$ cat config.mk
export PLATFORM = sky130hd
export DESIGN_NAME = if_stage_flat
export DESIGN_NICKNAME = d
export VERILOG_FILES = /design/src/rtl/if_stage_if.sv /design/src/rtl/if_stage.sv /design/src/flat_wrapper.sv
export SDC_FILE = /design/constraint.sdc
export NUM_CORES = 1
export LEC_CHECK = 0
export BUFFER_PORTS_ARGS = -buffer_cell sky130_fd_sc_hd__buf_4
export CAP_MARGIN = 5
export CORE_MARGIN = 8
export CORE_UTILIZATION = 40
export DETAILED_ROUTE_END_ITERATION = 8
export PLACE_DENSITY_LB_ADDON = 0.05
export SYNTH_ARGS = -nofsm -noshare
export SYNTH_HDL_FRONTEND = slang
export SYNTH_SLANG_ARGS = --single-unit
$ cat constraint.sdc
create_clock -name clk -period 5.1 [get_ports clk]
set_input_delay 0.765 -clock clk [delete_from_list [all_inputs] [get_ports clk]]
set_output_delay 0.765 -clock clk [all_outputs]
set_load 0.01 [all_outputs]
$ cat src/rtl/if_stage_if.sv
// ---------------------------------------------------------------------------
// if_stage_if -- instruction-cache fetch handshake.
//
// Carries the request/response pair between the fetch stage (master) and the
// instruction cache (slave):
//   ICACHE_ren    master->slave  fetch request
//   ICACHE_addr   master->slave  fetch byte address
//   ICACHE_stall  slave->master  cache busy; rdata valid when ren=1, stall=0
//   ICACHE_rdata  slave->master  fetched instruction word
// ---------------------------------------------------------------------------
interface if_stage_if #(
  parameter int BITS = 32
) ();

  logic            ICACHE_ren;
  logic [BITS-1:0] ICACHE_addr;
  logic            ICACHE_stall;
  logic [BITS-1:0] ICACHE_rdata;

  modport master (
    output ICACHE_ren,
    output ICACHE_addr,
    input  ICACHE_stall,
    input  ICACHE_rdata
  );

  modport slave (
    input  ICACHE_ren,
    input  ICACHE_addr,
    output ICACHE_stall,
    output ICACHE_rdata
  );

endinterface : if_stage_if

$ cat src/rtl/if_stage.sv
// ---------------------------------------------------------------------------
// if_stage -- RV32I instruction fetch stage plus IF/ID pipeline register.
//
// Owns the PC, runs the stall handshake with the instruction cache, absorbs
// ID stalls in a one-entry skid buffer and applies EX redirects.
//
// Ports:
//   clk, rst_n          clock (rising edge), async active-low reset
//   icache              if_stage_if.master: ren/addr out, stall/rdata in
//   stall_id            ID/hazard stall, holds IF/ID
//   redirect/_pc        taken branch/jump from EX and its target
//   ifid_valid/pc/pc_plus4/instr   registered IF/ID contents
//   Opcode/Funct3/Funct7           combinational slices of ifid_instr
//   perf_stall_cnt/perf_flush_cnt  performance counters
//
// Configuration:
//   IF_PERF_CNT_EN  when defined, perf_stall_cnt counts cycles with ren=1 and
//                   ICACHE_stall=1, perf_flush_cnt counts redirect cycles;
//                   both saturate. When undefined both ports read 0 and no
//                   counter flops are built.
// ---------------------------------------------------------------------------
module if_stage #(
  parameter int              BITS      = 32,
  parameter logic [BITS-1:0] RESET_PC  = 32'h0000_0000,
  parameter logic [BITS-1:0] NOP_INSTR = 32'h0000_0013
) (
  input  logic            clk,
  input  logic            rst_n,
  if_stage_if.master      icache,
  input  logic            stall_id,
  input  logic            redirect,
  input  logic [BITS-1:0] redirect_pc,
  output logic            ifid_valid,
  output logic [BITS-1:0] ifid_pc,
  output logic [BITS-1:0] ifid_pc_plus4,
  output logic [BITS-1:0] ifid_instr,
  output logic [6:0]      Opcode,
  output logic [2:0]      Funct3,
  output logic [6:0]      Funct7,
  output logic [31:0]     perf_stall_cnt,
  output logic [31:0]     perf_flush_cnt
);

  localparam logic [1:0] S_IDLE  = 2'd0;  // one dead cycle after reset
  localparam logic [1:0] S_FETCH = 2'd1;  // requesting pc
  localparam logic [1:0] S_HOLD  = 2'd2;  // skid buffer full, ID stalled
  localparam logic [1:0] S_DRAIN = 2'd3;  // finishing an abandoned access

  localparam logic [BITS-1:0] PC_STEP = BITS'(4);

  logic [1:0]      state;
  logic [BITS-1:0] pc;
  logic [BITS-1:0] pending_pc;   // redirect target waiting for DRAIN to end
  logic [BITS-1:0] skid_pc;
  logic [BITS-1:0] skid_instr;
  logic [BITS-1:0] redirect_target;
  logic            access_busy;

  // Instructions are word aligned, so the low target bits are ignored.
  assign redirect_target = {redirect_pc[BITS-1:2], 2'b00};

  // A request is outstanding in FETCH and DRAIN. The address is simply the
  // PC register, so it only ever moves on a clock edge and stays put while
  // the cache is stalled or an abandoned access drains.
  assign icache.ICACHE_ren  = (state == S_FETCH) || (state == S_DRAIN);
  assign icache.ICACHE_addr = pc;
  assign access_busy        = icache.ICACHE_ren && icache.ICACHE_stall;

  // NOTE: async reset drops ren to 0 at once, abandoning any access in flight;
  // the IDLE cycle after release keeps a stale cache response from being used.
  always_ff @(posedge clk or negedge rst_n) begin
    if (!rst_n) begin
      state         <= S_IDLE;
      pc            <= RESET_PC;
      pending_pc    <= '0;
      // NOTE: the skid registers are reset too, even though occupancy is
      // implied by state==HOLD, so no X ever reaches IF/ID.
      skid_pc       <= '0;
      skid_instr    <= '0;
      ifid_valid    <= 1'b0;
      ifid_pc       <= RESET_PC;
      ifid_pc_plus4 <= RESET_PC + PC_STEP;
      ifid_instr    <= NOP_INSTR;
    end else if (redirect) begin
      // Redirect beats everything, including stall_id: flush IF/ID and drop
      // the skid buffer by leaving HOLD. If the cache still owes us a word,
      // wait it out in DRAIN before fetching the target.
      // NOTE: non-blocking assignments everywhere in sequential logic, so
      // every register sees pre-edge values regardless of statement order.
      ifid_valid <= 1'b0;
      ifid_instr <= NOP_INSTR;
      if (access_busy) begin
        pending_pc <= redirect_target;
        state      <= S_DRAIN;
      end else begin
        pc    <= redirect_target;
        state <= S_FETCH;
      end
    end else begin
      case (state)
        S_IDLE: state <= S_FETCH;

        S_FETCH: begin
          if (!icache.ICACHE_stall) begin
            if (stall_id) begin
              skid_pc    <= pc;
              skid_instr <= icache.ICACHE_rdata;
              state      <= S_HOLD;
            end else begin
              ifid_valid    <= 1'b1;
              ifid_pc       <= pc;
              ifid_pc_plus4 <= pc + PC_STEP;
              ifid_instr    <= icache.ICACHE_rdata;
              pc            <= pc + PC_STEP;
            end
          end
        end

        S_HOLD: begin
          if (!stall_id) begin
            ifid_valid    <= 1'b1;
            ifid_pc       <= skid_pc;
            ifid_pc_plus4 <= skid_pc + PC_STEP;
            ifid_instr    <= skid_instr;
            pc            <= skid_pc + PC_STEP;
            state         <= S_FETCH;
          end
        end

        S_DRAIN: begin
          // The returned word belongs to the old path and is dropped.
          if (!icache.ICACHE_stall) begin
            pc    <= pending_pc;
            state <= S_FETCH;
          end
        end

        default: state <= S_IDLE;
      endcase
    end
  end

  // A bubble decodes as addi x0,x0,0 and therefore writes nothing.
  assign Opcode = ifid_instr[6:0];
  assign Funct3 = ifid_instr[14:12];
  assign Funct7 = ifid_instr[31:25];

`ifdef IF_PERF_CNT_EN
  logic [31:0] stall_cnt;
  logic [31:0] flush_cnt;

  always_ff @(posedge clk or negedge rst_n) begin
    if (!rst_n) begin
      stall_cnt <= '0;
      flush_cnt <= '0;
    end else begin
      if (access_busy && (stall_cnt != '1)) stall_cnt <= stall_cnt + 32'd1;
      if (redirect    && (flush_cnt != '1)) flush_cnt <= flush_cnt + 32'd1;
    end
  end

  assign perf_stall_cnt = stall_cnt;
  assign perf_flush_cnt = flush_cnt;
`else
  assign perf_stall_cnt = '0;
  assign perf_flush_cnt = '0;
`endif

endmodule : if_stage

$ cat src/flat_wrapper.sv
// flat-port wrapper written by rule: the top's interface ports become plain ports
module if_stage_flat 
#(
  parameter int              BITS      = 32,
  parameter logic [BITS-1:0] RESET_PC  = 32'h0000_0000,
  parameter logic [BITS-1:0] NOP_INSTR = 32'h0000_0013
)
  (clk, rst_n, stall_id, redirect, redirect_pc, ifid_valid, ifid_pc, ifid_pc_plus4, ifid_instr, Opcode, Funct3, Funct7, perf_stall_cnt, perf_flush_cnt, icache_ICACHE_ren, icache_ICACHE_addr, icache_ICACHE_stall, icache_ICACHE_rdata);
  if_stage_if #(.BITS(BITS)) icache_i ();
  input  logic clk;
  input  logic rst_n;
  input  logic stall_id;
  input  logic redirect;
  input  logic [BITS-1:0] redirect_pc;
  output logic ifid_valid;
  output logic [BITS-1:0] ifid_pc;
  output logic [BITS-1:0] ifid_pc_plus4;
  output logic [BITS-1:0] ifid_instr;
  output logic [6:0] Opcode;
  output logic [2:0] Funct3;
  output logic [6:0] Funct7;
  output logic [31:0] perf_stall_cnt;
  output logic [31:0] perf_flush_cnt;
  output wire logic [$bits(icache_i.ICACHE_ren)-1:0] icache_ICACHE_ren;
  output wire logic [$bits(icache_i.ICACHE_addr)-1:0] icache_ICACHE_addr;
  input wire logic [$bits(icache_i.ICACHE_stall)-1:0] icache_ICACHE_stall;
  input wire logic [$bits(icache_i.ICACHE_rdata)-1:0] icache_ICACHE_rdata;
  assign icache_ICACHE_ren = icache_i.ICACHE_ren;
  assign icache_ICACHE_addr = icache_i.ICACHE_addr;
  assign icache_i.ICACHE_stall = icache_ICACHE_stall;
  assign icache_i.ICACHE_rdata = icache_ICACHE_rdata;
  if_stage #(.BITS(BITS), .RESET_PC(RESET_PC), .NOP_INSTR(NOP_INSTR)) u_core (.clk(clk), .rst_n(rst_n), .icache(icache_i), .stall_id(stall_id), .redirect(redirect), .redirect_pc(redirect_pc), .ifid_valid(ifid_valid), .ifid_pc(ifid_pc), .ifid_pc_plus4(ifid_pc_plus4), .ifid_instr(ifid_instr), .Opcode(Opcode), .Funct3(Funct3), .Funct7(Funct7), .perf_stall_cnt(perf_stall_cnt), .perf_flush_cnt(perf_flush_cnt));
endmodule
==> impl_metrics.ini, run 1 <==
[sta]
rsz0062_at_grt = false
slew_violations = 0
finalCritPeriodShare = 0.579
final_hold_viol_count = 0
setup_tns_ps = 0
fin_ws_ps = 2150
fin_crit_ps = 2950
relSlewSlack = 0.350
max_slew.worst_pin.slew_ps = 975
fmax_mhz = 339
skew_ps = 16.7
setup_violations = 0

[floorplanning]
core_area_um2 = 29600
io_pins = 280
start_util = 0.405
fp-row-count = 63
fp.dieH_um = 189
dieArea_um2 = 35700
dieWidth_um = 189

[detailed_routing]
drt_iter0_markers = 559
route.vias.total = 9124
totalWireLength_um = 36400
viasPerCell = 5.28
wl_per_cell_um = 21.1
drt-pass1-iter-count = 5
drtAntennaViolNets = 0
drcViolationCount = 0

[synth]
yosys.area.top_type_share = 0.458
synth_edf_count = 0
synth_seq_cells = 223
synth_largest_area_cell = dfrtp_1
syn_avg_cell_area_um2 = 10.3
synth-main-ff-cell = dfrtp_1
synth-seq-area-share = 0.466
netlist_area_um2 = 12000
synthArstFlopShare = 1.00
synth_area_leaders = dfrtp_1 (46%), mux2_2 (8.9%), mux2i_1 (6.3%), buf_4 (5.4%), nand2_1 (4.1%)
synth_cells = 1160
yosys_warnings = 0
synth.distinct_cells = 73

[pwr]
leakage_nw = 6.32
switching_share = 0.396
p_clk_frac = 0.212
power.switching_mw = 3.59
power_frac_seq = 0.379
p_comb_frac = 0.408
max-vdd-ir-drop_v = 0.000283
p_int_mw = 5.49
p_per_area_nw_per_um2 = 632

[grt]
gr-usage-met3 = 0.0561
gr-usage-all-layers = 0.198
grt_max_degree = 116
antenna_found_initial = 1
grt_pass1_wl_um = 56500
grt_remaining_overflow = 0
grt_util_met1 = 0.259
top_usage_layer = met2
grt_pass1_vias = 9166
grtUsageMet2 = 0.322

[critical_path]
worstPathArrival_ps = 3400
cp_data_required_time_ps = 5550
cp-start-kind = flip-flop
cp_max_fo = 42
worstSetupPathType = reg -> reg
worst_setup_path_end_kind = flip-flop

[cells_and_area]
fin_nets = 1394
drive_above_1_share = 0.292
diodes = 0
syn2layout_area_growth_pct = 20.0
nFillCells = 2866

[job]
cap_violations = 0

[placement]
preCtsSetupSlack_ps = 1940
place_congestion = 0.860
portBuffers = 213
hpwl_um = 24400

[cts]
cts.path.max_buffers = 3
cts_sinks = 223
numCtsBuffers = 26
postCtsSetupRepairBufs = 0
hold_buffers = 0
h-tree-depth = 1
cts_tree = done
cts_root_buf = clkbuf_16
cts_resized = 0
worst_skew_pair.late_latency_ps = 530
clkTransAtPathRegs_ps = 60

[run_status]
status = finished clean

[hold_path]
hp-class = in -> async
## worst max-delay path, cell delays in order, from the launching register on
cell	delay, ps
dfrtp_1	420
ha_1	210
buf_4	310
or3_1	410
a21oi_1	290
a221o_1	470
buf_4	390
or3_1	160
o21ai_0	70
a31oi_1	140
## synth_stat cells (4+ instances only)
master	n
nand4_1	17
nand3_1	20
or3_1	14
a32o_1	4
o211ai_1	6
o21ai_1	8
buf_2	28
dfstp_2	4
xnor2_1	29
a31oi_1	4
nor2_1	71
nand2b_1	4
dfrtp_1	219
and4_1	8
nand2_1	131
mux2_2	95
xor2_1	23
and3_1	12
a221oi_1	15
inv_1	9
clkbuf_1	36
ha_1	5
nor3_1	15
mux2i_1	75
buf_4	86
a21oi_1	34
o21ai_0	78
a221o_1	4
o21a_1	5
and2_1	4
a211oi_1	31
o22ai_1	5
## power groups by stage
stage	clock (mW)	sequential (mW)	combinational, mW
6_report	1.93	3.45	3.71
5_1_grt	2.05	3.57	4.10
2_1_floorplan	0	3.35	2.29
3_5_place_dp	0	3.47	3.76
4_1_cts	1.98	3.44	3.78
3_3_place_gp	0	3.44	3.72
## worst paths after layout
path,startpoint,to,slack [ps],cells past startpoint
max in group asynchronous,rst_n,u_core.ifid_instr[4],3640,2
max reg2reg,u_core.state[0],u_core.icache.ICACHE_addr[15],2150,9
max,u_core.state[0],u_core.icache.ICACHE_addr[15],2150,9
min,rst_n,u_core.skid_pc[12],280,1
min in group clk,u_core.ifid_pc_plus4[2],u_core.ifid_pc_plus4[2],470,2
min reg2reg,u_core.ifid_pc_plus4[2],u_core.ifid_pc_plus4[2],470,2
## routing by layer
layer / part of all wire / vias up
li1: - / 4293
met1: 0.44 / 4514
met2: 0.46 / 263
met3: 0.077 / 52
met4: 0.017 / 2
met5: 0.00036 / -
## logic make-up after synthesis
kind of cell,Yosys count,synth area share
AND/OR/NAND/NOR,318,0.131
flip-flops,223,0.466
AO/OA/AOI/OAI,221,0.119
multiplexers,170,0.152
buffers and inverters,169,0.0869
XOR/XNOR,53,0.0394
adder cells (fa/ha/maj),5,0.00522
other,1,0.000313
## stage by stage
step           hold slack, ps  total power, mW  cells  area (µm²)   util
2_1_floorplan             465             5.64   1223       12200      -
3_3_place_gp              453             7.16   1682       13500  0.457
3_5_place_dp              459             7.23   1682       13500  0.457
4_1_cts                   375             9.20   1727       14400  0.486
5_1_grt                   396             9.72   1727       14400  0.486
6_report                  275             9.08   1727       14400  0.486
## registers in the layout, summed over array words and instances (netlist names)
register                   flops
u_core.skid_instr             32
u_core.skid_pc                32
u_core.ifid_pc_plus4          32
u_core.ifid_pc                30
u_core.ifid_valid              1
u_core.pending_pc             30
u_core.icache.ICACHE_addr     32
u_core.ifid_instr             32
u_core.state                   2
## final cells by class
class	count	area, µm²	area share
clock buffer	39	761	0.0529
clock inverter	6	111	0.00775
sequential	223	5590	0.389
timing repair buffer	229	1750	0.122
tap	390	488	0.0340
multi-input combinational	831	5640	0.392
inverter	9	33.8	0.00235
## cells in the final DEF, fill, tap and decap left out, drive strengths merged, types with 3 or more instances in the layout
master | netlist | layout
o221ai | 3 | 3
dfstp | 4 | 4
nor4 | 6 | 6
o21ai | 86 | 86
nor2 | 71 | 71
xor2 | 23 | 23
conb | 1 | 64
bufinv | 0 | 3
a31oi | 4 | 4
and2 | 5 | 5
a221oi | 16 | 16
and4 | 9 | 9
ha | 5 | 5
mux2i | 75 | 75
a21boi | 4 | 4
buf | 117 | 229
a21oi | 35 | 35
nand2 | 133 | 133
inv | 9 | 9
o22ai | 5 | 5
xnor2 | 30 | 30
clkbuf | 43 | 39
o211ai | 6 | 6
o31ai | 3 | 3
and3 | 12 | 12
nand4 | 20 | 20
mux2 | 95 | 95
nor3 | 17 | 17
a211oi | 31 | 31
or3 | 14 | 14
o311ai | 3 | 3
dfrtp | 219 | 219
nand3 | 21 | 21
nand2b | 4 | 4
a32o | 4 | 4
a221o | 4 | 4
o21a | 5 | 5
No activity file was read; power rests on OpenSTA's default activity.
==> run 2, diff against run 1 <==
clock period = 2.91 ns   (was 5.1 ns; I/O delays follow)
==> impl_metrics.ini, run 2 (synthesized netlist as in run 1, its figures left out) <==
[cells_and_area]
nFillCells = 2810
syn2layout_area_growth_pct = 21.7
layout.cells.non_filler = 1746
regArea_um2 = 5590
multi_input_comb_area_um2 = 5640
finish.utilization = 0.493
fin_nets = 1414
drive_above_1_share = 0.302
final_cell_mix = buf_4 (238), dfrtp_1 (219), nand2_1 (131)
mostFrequentLayoutCell = buf_4
diodes = 0

[sta]
skew_ps = 14.7
rsz0062_at_grt = false
setup_violations = 0
final_hold_viol_count = 0
max_slew.worst_pin.slew_ps = 738
setup_tns_ps = 0
fmax_mhz = 409
relSlewSlack = 0.503
slew_violations = 0
finalCritPeriodShare = 0.840
fin_crit_ps = 2440

[critical_path]
cp-start-kind = flip-flop
reg2reg_to = u_core.icache.ICACHE_addr[10]
slowest_delay_ps = 430
cp-startpoint = u_core.state[1]
worstSetupPathType = reg -> reg
worstRegToRegCells = 9
ff2ff_setup_slack_ps = 470
cp_max_fo = 22
cp_cell_sequence = inv_1 > ha_1 > or3_1 > a21oi_1 > a221oi_4 > buf_4 > nand2_1 > o22ai_1 > a21oi_1
worstPathArrival_ps = 2850
worst_setup_path_end_kind = flip-flop
cp_data_required_time_ps = 3320
cp_slowest_cell = dfrtp_1
critPathCapture = u_core.icache.ICACHE_addr[10]
reg2reg_from = u_core.state[1]
crit_top_cell = a21oi_1

[pwr]
p_per_area_nw_per_um2 = 1100
switching_share = 0.393
leakage_nw = 6.44
p_comb_frac = 0.418
max-vdd-ir-drop_v = 0.000464
power.switching_mw = 6.28
p_int_mw = 9.68
power_frac_seq = 0.375
finalPower_mw = 16.0
p_clk_frac = 0.207

[cts]
cts.path.max_buffers = 3
h-tree-depth = 1
worst_skew_pair.late_latency_ps = 540
cts_tree = done
cts_resized = 0
clkTransAtPathRegs_ps = 60
numCtsBuffers = 27
cts_root_buf = clkbuf_16
cts_sinks = 223

[floorplanning]
dieArea_um2 = 35700
fp.dieH_um = 189
start_util = 0.405
io_pins = 280
core_area_um2 = 29600
fp-row-count = 63
dieWidth_um = 189

[placement]
place_congestion = 0.854
hpwl_um = 25100
portBuffers = 213
place_inst = 1700

[detailed_routing]
drt-pass1-iter-count = 5
drtAntennaViolNets = 0
totalWireLength_um = 36000
drcViolationCount = 0
viasPerCell = 5.27
drt_iter0_markers = 498
wl_per_cell_um = 20.6
route.vias.total = 9204

[hold_path]
hp-class = in -> reg

[grt]
antenna_found_initial = 3
gr-usage-all-layers = 0.196
grt_max_degree = 72
grt_remaining_overflow = 0
grt_pass1_wl_um = 56000
grt_pass1_vias = 9418

[run_status]
status = finished clean

[job]
cap_violations = 0
## run 2: how the worst min path moves through the flow
stage | from | to | slack [ps] | depth (start not counted)
after floorplan | rst_n | u_core.icache.ICACHE_addr[0] | 140 | 0
after CTS | icache_ICACHE_rdata[6] | u_core.skid_instr[6] | 120 | 2
after global placement | u_core.ifid_pc_plus4[2] | u_core.ifid_pc_plus4[2] | 450 | 2
after global routing | icache_ICACHE_rdata[8] | u_core.skid_instr[8] | 130 | 2
final | redirect_pc[12] | u_core.pending_pc[12] | 140 | 2
after detailed placement | u_core.ifid_pc_plus4[2] | u_core.ifid_pc_plus4[2] | 460 | 2
## run 2: metal layers
metal	GRT usage	wire length, µm	vias up
met3	0.0559	2980	56
met5	0	36	-
met2	0.314	16500	317
met4	0.0538	962	6
met1	0.256	15500	4500
li1	-	-	4325
## run 2: critical path: cells and delay by family (launching register included)
kind | cells | cell delay, ps
compound gates | 4 | 610
simple gates | 2 | 440
flops | 1 | 430
fa+ha+maj | 1 | 390
buf+inv | 2 | 440
## run 2: power groups by stage
stage	registers [mW]	clock network, mW	logic (mW)
final	5.99	3.31	6.67
after detailed placement	6.03	0	6.75
after CTS	5.99	3.41	6.77
after global routing	6.21	3.54	7.38
after global placement	6.00	0	6.68
after floorplan	5.88	0	4.02
## run 2: final cells by class
type	count	share of cell area
clock buffers	38	0.0526
clock inverters	7	0.00635
inverters	9	0.00232
multi-input cells	831	0.387
flip-flops and latches	223	0.383
well taps	390	0.0335
repair buffers	248	0.135
## run 2: timing repair
| item | CTS | global route |
|---|---|---|
| setup endpoints to repair | 0 | 0 |
| hold buffers | 1 | 0 |
| buffers inserted | 0 | 0 |
| hold endpoints to repair | 63 | 0 |
## run 2: metrics by stage
step           setup slack (ps)  hold WS, ps  cell area (µm²)
3_3_place_gp                509          451            13700
4_1_cts                     473          118            14600
6_report                    466          142            14600
3_5_place_dp                486          460            13700
2_1_floorplan               902          141            12200
5_1_grt                     272          130            14600
